$ cat src/rtl/conv2_window_buf.sv
// conv2_window_buf: raster-order 8-channel binary pixels -> 3x3x8 sliding windows for conv2.
// Latency 1 cycle (registered window/valid); no backpressure, one pixel per cycle.
// Optional CONV2_BUF_FRAME_DONE_EN adds frame_done, pulsed with the last window of each frame.
module conv2_window_buf #(
    parameter int IMG_W = 13,
    parameter int IMG_H = 13
) (
    input  logic        clk,
    input  logic        rst_n,
    input  logic        valid_in,
    input  logic [7:0]  pixel_in,
    output logic [71:0] pixel_windows,
    output logic        valid_in_buf
`ifdef CONV2_BUF_FRAME_DONE_EN
    ,
    output logic        frame_done
`endif
);

    localparam int CW = (IMG_W > 1) ? $clog2(IMG_W) : 1;
    localparam int RW = (IMG_H > 1) ? $clog2(IMG_H) : 1;

    logic [CW-1:0] col_q, col_d;
    logic [RW-1:0] row_q, row_d;
    logic [7:0]    lb_old_q [IMG_W];
    logic [7:0]    lb_new_q [IMG_W];
    logic [7:0]    win_q [3][3];
    logic [7:0]    win_d [3][3];
    logic [71:0]   pw_q, pw_d;
    logic          vld_q, vld_d;
    logic          win_ok;
    logic          last_px;
    logic          fd_q, fd_d;

    assign win_ok  = valid_in && (row_q >= RW'(2)) && (col_q >= CW'(2));
    assign last_px = (row_q == RW'(IMG_H - 1)) && (col_q == CW'(IMG_W - 1));

    always_comb begin
        col_d = col_q;
        row_d = row_q;
        win_d = win_q;
        vld_d = win_ok;
        fd_d  = win_ok && last_px;
        pw_d  = '0;
        if (valid_in) begin
            for (int r = 0; r < 3; r++) begin
                win_d[r][0] = win_q[r][1];
                win_d[r][1] = win_q[r][2];
            end
            win_d[0][2] = lb_old_q[col_q];
            win_d[1][2] = lb_new_q[col_q];
            win_d[2][2] = pixel_in;
            if (col_q == CW'(IMG_W - 1)) begin
                col_d = '0;
                row_d = (row_q == RW'(IMG_H - 1)) ? '0 : row_q + RW'(1);
            end else begin
                col_d = col_q + CW'(1);
            end
        end
        // Output is forced to zero unless a full in-frame window is being emitted.
        if (win_ok) begin
            for (int ch = 0; ch < 8; ch++)
                for (int r = 0; r < 3; r++)
                    for (int c = 0; c < 3; c++)
                        pw_d[ch*9 + r*3 + c] = win_d[r][c][ch];
        end
    end

    // Line buffers are not reset: a window needs row>=2, so stale data never escapes.
    always_ff @(posedge clk) begin
        if (valid_in) begin
            lb_old_q[col_q] <= lb_new_q[col_q];
            lb_new_q[col_q] <= pixel_in;
        end
    end

    always_ff @(posedge clk or negedge rst_n) begin
        if (!rst_n) begin
            col_q <= '0;
            row_q <= '0;
            vld_q <= 1'b0;
            pw_q  <= '0;
            fd_q  <= 1'b0;
            for (int r = 0; r < 3; r++)
                for (int c = 0; c < 3; c++)
                    win_q[r][c] <= '0;
        end else begin
            col_q <= col_d;
            row_q <= row_d;
            vld_q <= vld_d;
            pw_q  <= pw_d;
            fd_q  <= fd_d;
            win_q <= win_d;
        end
    end

    assign pixel_windows = pw_q;
    assign valid_in_buf  = vld_q;

`ifdef CONV2_BUF_FRAME_DONE_EN
    assign frame_done = fd_q;
`else
    logic unused_fd;
    assign unused_fd = fd_q;
`endif

endmodule

$ cat config.mk
export PLATFORM = sky130hd
export DESIGN_NAME = conv2_window_buf
export DESIGN_NICKNAME = d
export VERILOG_FILES = /design/src/rtl/conv2_window_buf.sv
export SDC_FILE = /design/constraint.sdc
export NUM_CORES = 1
export LEC_CHECK = 0
export ABC_AREA = 1
export CAP_MARGIN = 20
export CORE_UTILIZATION = 55
export CTS_CLUSTER_DIAMETER = 100
export DETAILED_ROUTE_END_ITERATION = 10
export PLACE_DENSITY = 0.75
export SKIP_CTS_REPAIR_TIMING = 1
export SYNTH_ARGS = -nofsm -noshare
export SYNTH_HDL_FRONTEND = slang
export SYNTH_SLANG_ARGS = --single-unit
$ cat constraint.sdc
create_clock -name clk -period 4.4 [get_ports clk]
set_input_delay 0.66 -clock clk [delete_from_list [all_inputs] [get_ports clk]]
set_output_delay 0.66 -clock clk [all_outputs]
set_load 0.05 [all_outputs]
* Yosys cells after proc, flatten, opt, wreduce, memory -nomap -nowiden
Memories as Yosys holds them, arrays and structs flattened. Cells that the tools add are included.
Word-level totals: bits in registers 153, bits in writable memories 208, bits of input ports 11, output and inout bits 73, logic and storage cells 30, memories kept 2
Operators by class: $add $sub $neg 2, magnitude comparators 2, equality and inequality tests 2, multiplexer cells 6, reduce and logical (&&, ||, !) cells 3
Memory list:
- lb_new_q | words 13, width 8, rd ports 1, clocked after memory_dff 0, wr ports 1, line 26 | logic [7:0] lb_new_q [IMG_W];
- lb_old_q | words 13, width 8, rd ports 1, clocked after memory_dff 0, wr ports 1, line 25 | logic [7:0] lb_old_q [IMG_W];
Operators with widths (count):
- $mux 72 | 2
- $add 4x1->4 const B | 2
- $eq 4x4->1 const B | 2
- $ge 4x2->1 const B | 2
- $mux 4 | 2
- $logic_and 1x1->1 | 2
- $mux 1 | 2
- $reduce_and 2->1 | 1

* Depth between registers and ports, before layout
Gate-level depths: netlist of the first run.
depth in word-level cells 4, mapped depth 12, depth with buffers taken out 10

* Least setup slack after synthesis of the first run
Ideal clock, no wire load.
path type input to register, from in valid_in, to mem lb_new_q[10][0] (enable), setup time 0.388 ns, arrival 2.099 ns, required time 4.012 ns, setup slack 1.913 ns, stages on the path 5, path buffers 3, path through buf_4 -> buf_2 -> buf_1 -> nand2_1 -> nor2_1
On the way: word-level cells in the longest chain between the ends 2
RTL lines:
- start: declaration | line 10 | input logic valid_in,
- $mux 1 | line 71 | if (valid_in) begin
- $mux 1 (not written as such) | line 73 | lb_new_q[col_q] <= pixel_in;
- end: declaration | line 26
Every way passes these cells.

* Final worst setup path of the first run
from reg col_q[0], to mem lb_old_q[6][1] (enable)
RTL lines:
- start: declaration | line 23 | logic [CW-1:0] col_q, col_d;
- start signal: assignment | line 88 | col_q <= col_d;
- end: declaration | line 25
No word-level cell before the write port.

==> impl_results.md, run 1 <==
- Cell count after placement: 1,691
- Top-count cell post-synth: nand2_1
- First-pass GRT wire length: 48,100 µm
- CP Launch Type: register
- WP data arrival: 3.15 ns
- Worst setup margin: 1.46 ns
- TritonCTS clock tree: built
- Reg2reg start: col_q[0]$_DFFE_PN0P_
- Setup TNS: 0 ns
- Synth-to-layout area growth: 15.6%
- Layout Nets: 1,417
- Mapped cell area: 0.0142 mm²
- Largest net degree at the start of global routing: 106
- Final Max Slew Viols: 0
- CP Launch Point: col_q[0]$_DFFE_PN0P_
- Syn_nets: 1,328
- RD Place Congestion: 0.824
- PwrDens: 725 mW/mm²
- Congestion Overflow GR: 0
- DR vias/cell: 5.20
- Layout cells sized above 1: 9.13%
- Period Utilization, post-route: 66.9%
- Critical Path RT: 4.61 ns
- GRT Util Overall: 23.7%
- RSZ-0062 raised after global routing: no
- Vias in the first global route: 9,242
- CTS buffer count: 36
- Worst slack, placed: 1.47 ns
- DR iter-0 viols: 839
- Synth area leaders: edfxtp_1, dfrtp_1, nand2_1
- Fmax: 340 MHz
- Post-Route WL: 29,900 µm
- HP Class: primary input to asynchronous set/reset pin
- Slew @ Worst Pin: 0.970 ns
- Worst skew pair latency: 0.51 ns
- Height of the chip: 163 µm
- Area leader, netlist: edfxtp_1
- Final routed DRC violation total: 0
- Primary FF master, synth: edfxtp_1
- Crit Path Max Fanout: 46
- Outcome: complete, no violations
- Port Buffers: 83
- Horiz. Die Dim: 163 µm
- Antenna Nets Post-Route: 0
- Clock slew at the register clock pins of the worst setup and hold paths: 0.06 ns
- Top cell type's share of synthesized area: 43.9%
- Post-synth EDFFs: 208
- Pleak: 7.08 nW
- CP Class: register to register
- Longest Clk Path Bufs: 3
- DR pass1 iterations: 6
- Final hold violations: 0
- Hpwl dp: 17,400 µm
- Ys async rst share: 42.4%
- H-Tree Depth: 2
- Initial antenna violation count: 0
- Max VDD drop: 0.434 mV
- IO Pins: 84
- Synth warn: 0
- Post-synthesis register bit count: 361
- CP Capture Type: register
- Register area share after synthesis: 70.8%
- Synth Area per Inst: 10.9 µm²
- Final Non-Filler Cells: 1,754
- Max-slew headroom: 35.3%
- Leading cell types by count after synthesis: nand2_1, edfxtp_1, inv_1
- FP Rows: 58
- Starting Density: 56.4%
- Max_cap viols: 0
- Final setup violation count: 0
- DIE AREA: 0.0265 mm²
- Worst Skew: 0.0132 ns
- WL per Instance: 17.1 µm
- Gate Count Post-Synth: 1,310
- Distinct cells, synth: 27
- # diodes: 0
- Filler cells: 1,869
- Routed via count: 9,114
- Clock Tree Root: clkbuf_16
- Core Region: 0.0253 mm²
- Final min period: 2.94 ns
- CTS Sinks: 361
state kept, by name, summed over array words and instances, names as in the netlist:
name	count
lb_new_q	104
lb_old_q	104
pixel_windows	72
win_q	72
col_q	4
row_q	4
valid_in_buf	1
final timing paths:
kind | end | slack (ns) | depth (start not counted)
worst max-delay path | lb_old_q[6][1]$_DFFE_PP_ | 1.46 | 5
worst min-delay path | win_q[4]$_DFF_PN0_ | 0.28 | 1
worst max register to register | lb_old_q[6][1]$_DFFE_PP_ | 1.46 | 5
worst min register to register | win_q[41]$_DFF_PN0_ | 0.49 | 2
max in group asynchronous | win_q[55]$_DFF_PN0_ | 3.22 | 2
min in group clk | win_q[41]$_DFF_PN0_ | 0.49 | 2
placed cells by master, fill, tap and decap left out, types with 2 or more instances in the layout:
cell type	netlist	routed
clkbuf_1	14	14
edfxtp_1	208	208
or2_2	35	35
inv_2	5	5
clkbuf_8	0	7
ha_1	7	7
nand3_1	91	91
nor2_1	164	164
a21oi_1	5	5
dfrtp_2	0	2
nor3_2	5	5
clkbuf_16	0	37
clkdlybuf4s50_1	0	81
nor2_4	3	3
dfrtp_1	153	151
nand2_1	291	291
buf_4	10	28
inv_1	170	170
clkinv_2	0	3
o21ai_0	92	92
or2_1	13	13
clkinv_1	1	3
worst max-delay path, cell delays in order (launching register included):
cell and delay, ns:
dfrtp_2 0.55, inv_2 0.63, ha_1 0.30, nand2_1 0.11
nor2_1 0.71, buf_4 0.33
layer usage:
| layer | global-route usage, % | up-vias | part of all wire (%) |
|---|---|---|---|
| met4 | 8.88 | 0 | 3.0 |
| li1 | - | 4338 | - |
| met2 | 39.7 | 285 | 50 |
| met3 | 3.44 | 61 | 5.1 |
| met5 | 0 | - | 0 |
| met1 | 31.5 | 4430 | 42 |
cell type report:
class / count / area, µm² / share of cell area (%)
flip-flops and latches: 361 / 10100 / 61.2
multi-input cells: 713 / 3180 / 19.3
clock buffers: 58 / 1070 / 6.53
repair buffers: 111 / 1040 / 6.30
inverters: 176 / 661 / 4.01
well taps: 330 / 413 / 2.51
clock inverters: 5 / 22.5 / 0.137
where the power goes:
part,internal (mW),switching [mW],leakage [nW]
sequential,4.61,0.271,3.70
clock,1.67,1.19,0.538
combinational,1.14,3.06,2.84
total,7.42,4.52,7.08
metrics by stage:
step | hold WS (ns) | cell area (µm²) | power [mW] | util, %
after floorplan | 0.364 | 14200 | 7.80 | -
after global placement | 0.476 | 15400 | 9.04 | 60.9
after detailed placement | 0.482 | 15400 | 9.15 | 60.9
after CTS | 0.319 | 16500 | 12.0 | 65.2
after global routing | 0.373 | 16500 | 12.6 | 65.2
final | 0.279 | 16500 | 11.9 | 65.2
cells by family after synthesis:
kind of cell	Yosys count	share of synthesized area [%]
buf+inv	236	6.91
compound gates	98	3.45
flops	361	70.8
simple gates	606	18.1
xor+xnor	2	0.123
fa+ha+maj	7	0.615
(Power assumes the default switching activity.)
==> run 2, diff against run 1 <==
clock period = 2.84 ns   (was 4.4 ns; I/O delays follow)
==> run 2 against run 1 <==
  * Die area stayed put
  * Cell area is 2.0% higher
  * Flip-flop and latch count stayed put
  * Sequential share of layout area is 1.2 points lower
  * Count of clock-buffer cells in the layout is 7 lower
  * First-iteration DRC count is 36% higher
  * Highest routed layer unchanged
==> impl_results.md, run 2 (synthesized netlist as in run 1, its figures left out) <==
- FP Rows: 58 (unchanged)
- Synth-to-layout area growth: 18.0%
- Clock Tree Root: clkbuf_16
- Layout cells sized above 1: 10.6% (+1.5 points)
- Antenna Nets Post-Route: 0 (unchanged)
- CP Launch Type: register
- Crit-path max cell delay: 0.43 ns (-0.28 ns)
- Final min period: 2.27 ns (-0.675 ns)
- Crit path cell chain: inv_2 > buf_12 > ha_1 > nand2_1 > nor2_4 > buf_4
- DIE AREA: 0.0265 mm² (unchanged)
- Critical Path RT: 3.06 ns (-1.55 ns)
- Final Max Slew Viols: 0 (unchanged)
- GRT Util Overall: 24.4% (+0.70 points)
- Congestion Overflow GR: 0 (unchanged)
- Initial antenna violation count: 0 (unchanged)
- RD Place Congestion: 0.865 (+5.0%)
- Worst skew pair latency: 0.53 ns (+0.02 ns)
- Final setup violation count: 0 (unchanged)
- Longest Clk Path Bufs: 3 (unchanged)
- Port Buffers: 83 (unchanged)
- CP Capture Type: register
- Slowest-stage cell, CP: dfrtp_2
- TritonCTS clock tree: built
- Clock slew at the register clock pins of the worst setup and hold paths: 0.06 ns (about the same)
- DR pass1 iterations: 5 (-1)
- Setup TNS: 0 ns (unchanged)
- Hold WS: 0.366 ns (+0.0877 ns)
- Worst Skew: 0.0243 ns (+0.0111 ns)
- CP Class: register to register
- Final hold violations: 0 (unchanged)
- Largest net degree at the start of global routing: 109 (+2.8%)
- H-Tree Depth: 2 (unchanged)
- Biggest regs: lb_new_q x104, lb_old_q x104
- Slew @ Worst Pin: 0.604 ns (-0.366 ns)
- HP Class: primary input to register
- Max-slew headroom: 59.6% (+24 points)
- CTS Sinks: 361 (unchanged)
- Starting Density: 56.4% (unchanged)
- # diodes: 0 (unchanged)
- CTS buffer count: 37 (+2.8%)
- Commonest non-fill, non-tap cell in the layout: nand2_1
- Final routed DRC violation total: 0 (unchanged)
- Layout Nets: 1,439 (+1.6%)
- WL per Instance: 17.5 µm (+2.5%)
- RSZ-0062 raised after global routing: no
- Height of the chip: 163 µm (unchanged)
- Max VDD drop: 0.686 mV (+58%)
- DR iter-0 viols: 1,145 (+36%)
- Routed via count: 9,275 (+1.8%)
- Buf/Inv on CP: 3 (+1)
- Horiz. Die Dim: 163 µm (unchanged)
- Commonest non-fill, non-tap cells in the layout: nand2_1, edfxtp_1, inv_1
- DR vias/cell: 5.21 (+0.28%)
- Pleak: 7.27 nW (+2.6%)
- Outcome: complete, no violations
- Critical path's top delay family: buffers and inverters
- WP data arrival: 2.49 ns (-0.66 ns)
- Post-Route WL: 31,100 µm (+4.0%)
- First-pass GRT wire length: 49,400 µm (+2.8%)
- Crit Path Max Fanout: 42 (-8.7%)
- Core Region: 0.0253 mm² (unchanged)
- Vias in the first global route: 9,185 (-0.62%)
- Fmax: 441 MHz (+30%)
- IO Pins: 84 (unchanged)
- Hpwl dp: 19,100 µm (+9.7%)
- Max_cap viols: 0 (unchanged)
- PwrDens: 1140 mW/mm² (+57%)
- Period Utilization, post-route: 79.9% (+13 points)
[run 2: report_power, final]
part | internal [mW] | total, mW | leakage (nW) | switching (mW)
clock | 2.86 | 4.78 | 0.592 | 1.92
sequential | 7.15 | 7.55 | 3.70 | 0.404
combinational | 1.90 | 6.77 | 2.97 | 4.87
total | 11.9 | 19.1 | 7.27 | 7.19
[run 2: worst reg2reg max path, stage by stage, from the launching register on]
cell and delay, ns:
dfrtp_2 0.43, inv_2 0.28, buf_12 0.27, ha_1 0.20, nand2_1 0.15, nor2_4 0.40, buf_4 0.27
[run 2: through the flow]
| step | setup WS (ns) | instances | utilization, % | cell area, µm² | power (mW) |
|---|---|---|---|---|---|
| after floorplan | 0.555 | 1310 | - | 14200 | 12.1 |
| after global placement | 0.646 | 1711 | 61.7 | 15600 | 14.2 |
| after detailed placement | 0.588 | 1711 | 61.7 | 15600 | 14.4 |
| after CTS | 0.586 | 1779 | 66.5 | 16800 | 19.2 |
| after global routing | 0.438 | 1780 | 66.5 | 16800 | 20.1 |
| final | 0.572 | 1780 | 66.5 | 16800 | 19.1 |
[run 2: final timing paths]
check | start | endpoint | slack, ns | depth (start not counted)
hold reg to reg | win_q[44]$_DFF_PN0_ | win_q[44]$_DFF_PN0_ | 0.49 | 2
max in group asynchronous | rst_n | win_q[25]$_DFF_PN0_ | 1.56 | 3
setup / recovery | col_q[0]$_DFFE_PN0P_ | lb_new_q[12][1]$_DFFE_PP_ | 0.57 | 6
setup reg to reg | col_q[0]$_DFFE_PN0P_ | lb_new_q[12][1]$_DFFE_PP_ | 0.57 | 6
hold / removal | valid_in | col_q[1]$_DFFE_PN0P_ | 0.37 | 3
min in group asynchronous | rst_n | win_q[12]$_DFF_PN0_ | 0.43 | 2
[run 2: area by class of cell]
type | count | area (µm²)
Sequential cell | 361 | 10100
Timing Repair Buffer | 132 | 1260
Fill cell | 1822 | 8460
Multi-Input combinational cell | 713 | 3180
Clock buffer | 51 | 1050
Tap cell | 330 | 413
Inverter | 176 | 661
Clock inverter | 17 | 154
[run 2: layer usage]
metal  global-route usage (%)  share of wire [%]  vias up
met5                        0                  0        -
met4                     9.26                3.2        0
met2                     41.0                 50      349
met3                     3.59                6.1       68
met1                     32.2                 40     4483
li1                         -                  -     4375
==> run 3, diff against run 2 <==
clock period = 2.2 ns   (was 2.84 ns; I/O delays follow)
==> run 3 against run 2 <==
  * Non-clock buffer count is 15 higher
  * Flip-flop and latch count is the same
  * Sequential share of layout area is 0.62 points lower
  * Sequential power grew 29%
  * Critical endpoint is now pixel_windows[56]
  * Largest cell class unchanged
  * Highest routed layer unchanged
==> impl_results.md, run 3 (synthesized netlist as in run 1, its figures left out) <==
- Outcome: complete, no violations
- Layout cells sized above 1: 11.9% (+1.3 points)
- Cell count after placement: 1,726 (+0.88%)
- Met3 Use GR: 3.62% (+0.025 points)
- Clock Tree Root: clkbuf_16
- Pleak: 7.36 nW (+1.3%)
- Routing usage on met2: 41.8% (+0.81 points)
- Layout Nets: 1,454 (+1.0%)
- Crit-path max cell delay: 0.83 ns (+0.40 ns)
- R2R depth: 9 (+3)
- Worst slack, placed: 0.0185 ns (-0.569 ns)
- Vias in the first global route: 9,465 (+3.0%)
- Biggest regs: lb_new_q x104, lb_old_q x104
- Post-Route WL: 31,800 µm (+2.0%)
- Crit Path Max Fanout: 1 (-98%)
- Hpwl dp: 20,100 µm (+5.2%)
- Max VDD drop: 1.00 mV (+46%)
- Largest net degree at the start of global routing: 64 (-41%)
- Final Max Slew Viols: 0 (unchanged)
- Worst setup margin: 0.112 ns (-0.460 ns)
- Critical Path RT: 1.87 ns (-1.19 ns)
- First-pass GRT wire length: 50,700 µm (+2.6%)
- Sw Share: 37.8% (+0.11 points)
- DR vias/cell: 5.21 (about the same)
- H-Tree Depth: 2 (unchanged)
- Switch Pwr: 9.35 mW (+30%)
- Met1 Use GR: 33.2% (+0.93 points)
- Combinational power share: 36.3% (+0.9 points)
- Congestion Overflow GR: 0 (unchanged)
- CP Capture Type: output pin
- Worst Skew: 0.0212 ns (-0.00310 ns)
- Initial antenna violation count: 0 (unchanged)
- Slowest-stage cell, CP: clkdlybuf4s50_1
- Final min period: 2.09 ns
- DIE AREA: 0.0265 mm² (unchanged)
- Commonest non-fill, non-tap cell in the layout: nand2_1
- FP Rows: 58 (unchanged)
- Final Non-Filler Cells: 1,793 (+0.73%)
- Starting Density: 56.4% (unchanged)
- Final routed DRC violation total: 0 (unchanged)
- Fmax: 479 MHz
- PwrDens: 1460 mW/mm² (+28%)
- WP data arrival: 1.76 ns (-0.73 ns)
- GRT Util Overall: 25.1% (+0.73 points)
- TritonCTS clock tree: built
- Slew @ Worst Pin: 0.610 ns (+0.00601 ns)
- Clk pwr share: 24.3% (-0.7 points)
- Worst skew pair latency: 0.52 ns (about the same)
- Critical path's top delay family: buffers and inverters
- Util after Layout: 67.2% (+0.68 points)
- DR pass1 iterations: 5 (unchanged)
- Max_cap viols: 0 (unchanged)
- WL per Instance: 17.7 µm (+1.3%)
- Height of the chip: 163 µm (unchanged)
- Core Region: 0.0253 mm² (unchanged)
- DR iter-0 viols: 960 (-16%)
- RSZ-0062 raised after global routing: no
- CP Class: register to output pin
- Routed via count: 9,347 (+0.78%)
- Commonest non-fill, non-tap cells in the layout: nand2_1, edfxtp_1, inv_1
- Clock slew at the register clock pins of the worst setup and hold paths: 0.06 ns (about the same)
- Fin area: 0.0170 mm² (+1.0%)
- Synth-to-layout area growth: 19.2%
- Period Utilization, post-route: 94.9%
- Int Power: 15.4 mW (+29%)
- Buf/Inv on CP: 1 (-2)
- Final setup violation count: 0 (unchanged)
- # diodes: 0 (unchanged)
- CP Launch Type: register
- Final hold violations: 0 (unchanged)
- Horiz. Die Dim: 163 µm (unchanged)
- Seq pwr share: 39.4% (about the same)
- CTS Sinks: 361 (unchanged)
- Port Buffers: 83 (unchanged)
- Grt peak-use layer: met2
- HP Class: primary input to asynchronous set/reset pin
- Dpl cell area: 0.0158 mm² (+1.2%)
- WP depth: 1 (-5)
- RD Place Congestion: 0.823 (-4.9%)
- Antenna Nets Post-Route: 0 (unchanged)
- Longest Clk Path Bufs: 3 (unchanged)
- Crit path cell chain: clkdlybuf4s50_1
- CTS buffer count: 37 (unchanged)
- Hold WS: 0.363 ns (-0.00304 ns)
- IO Pins: 84 (unchanged)
- Max-slew headroom: 59.3% (-0.27 points)
run 3: cell types whose count changed in the layout (fill, tap and decap cells not counted), moves of 2 or more:
cell       delta
clkbuf_8      +2
clkbuf_1      +2
nor2_2        +3
clkbuf_16     +2
nor2_1        -3
buf_12        +6
bufinv_16     -3
buf_4         +9
inv_1         -2
clkinv_1      -5
run 3: worst paths after layout:
path | from | end | slack, ns
worst min register to register | win_q[17]$_DFF_PN0_ | win_q[17]$_DFF_PN0_ | 0.50
max in group asynchronous | rst_n | pixel_windows[12]$_DFF_PN0_ | 1.22
worst max register to register | col_q[0]$_DFFE_PN0P_ | lb_old_q[9][7]$_DFFE_PP_ | 0.19
worst max-delay path | pixel_windows[56]$_DFF_PN0_ | pixel_windows[56] | 0.11
worst min-delay path | rst_n | pixel_windows[45]$_DFF_PN0_ | 0.36
min in group clk | valid_in | col_q[1]$_DFFE_PN0P_ | 0.37
run 3: cell type report:
| type | instances | area, µm² |
|---|---|---|
| Tap cell | 330 | 413 |
| Clock inverter | 9 | 45.0 |
| Timing Repair Buffer | 147 | 1450 |
| Inverter | 176 | 663 |
| Sequential cell | 361 | 10100 |
| Clock buffer | 57 | 1140 |
| Fill cell | 1809 | 8290 |
| Multi-Input combinational cell | 713 | 3190 |
run 3: power groups by stage:
| stage | logic [mW] | registers, mW | clock network (mW) |
|---|---|---|---|
| 2_1_floorplan | 4.19 | 11.4 | 0 |
| 5_1_grt | 9.82 | 9.87 | 6.34 |
| 4_1_cts | 9.02 | 9.75 | 6.10 |
| 3_5_place_dp | 8.90 | 9.87 | 0 |
| 3_3_place_gp | 8.69 | 9.83 | 0 |
| 6_report | 8.99 | 9.75 | 6.03 |
run 3: routing by layer:
layer	up-vias	share of wire (%)
met2	337	50
met1	4520	40
met3	72	6.9
met4	0	3.4
li1	4418	-
met5	-	0
run 3: per-stage QoR:
stage	TNS [ns]	total power, mW
CTS	-0.642	24.9
detailed placement	0	18.8
global route	0	26.0
floorplan	-4.09	15.6
finish	0	24.8
global placement	0	18.5
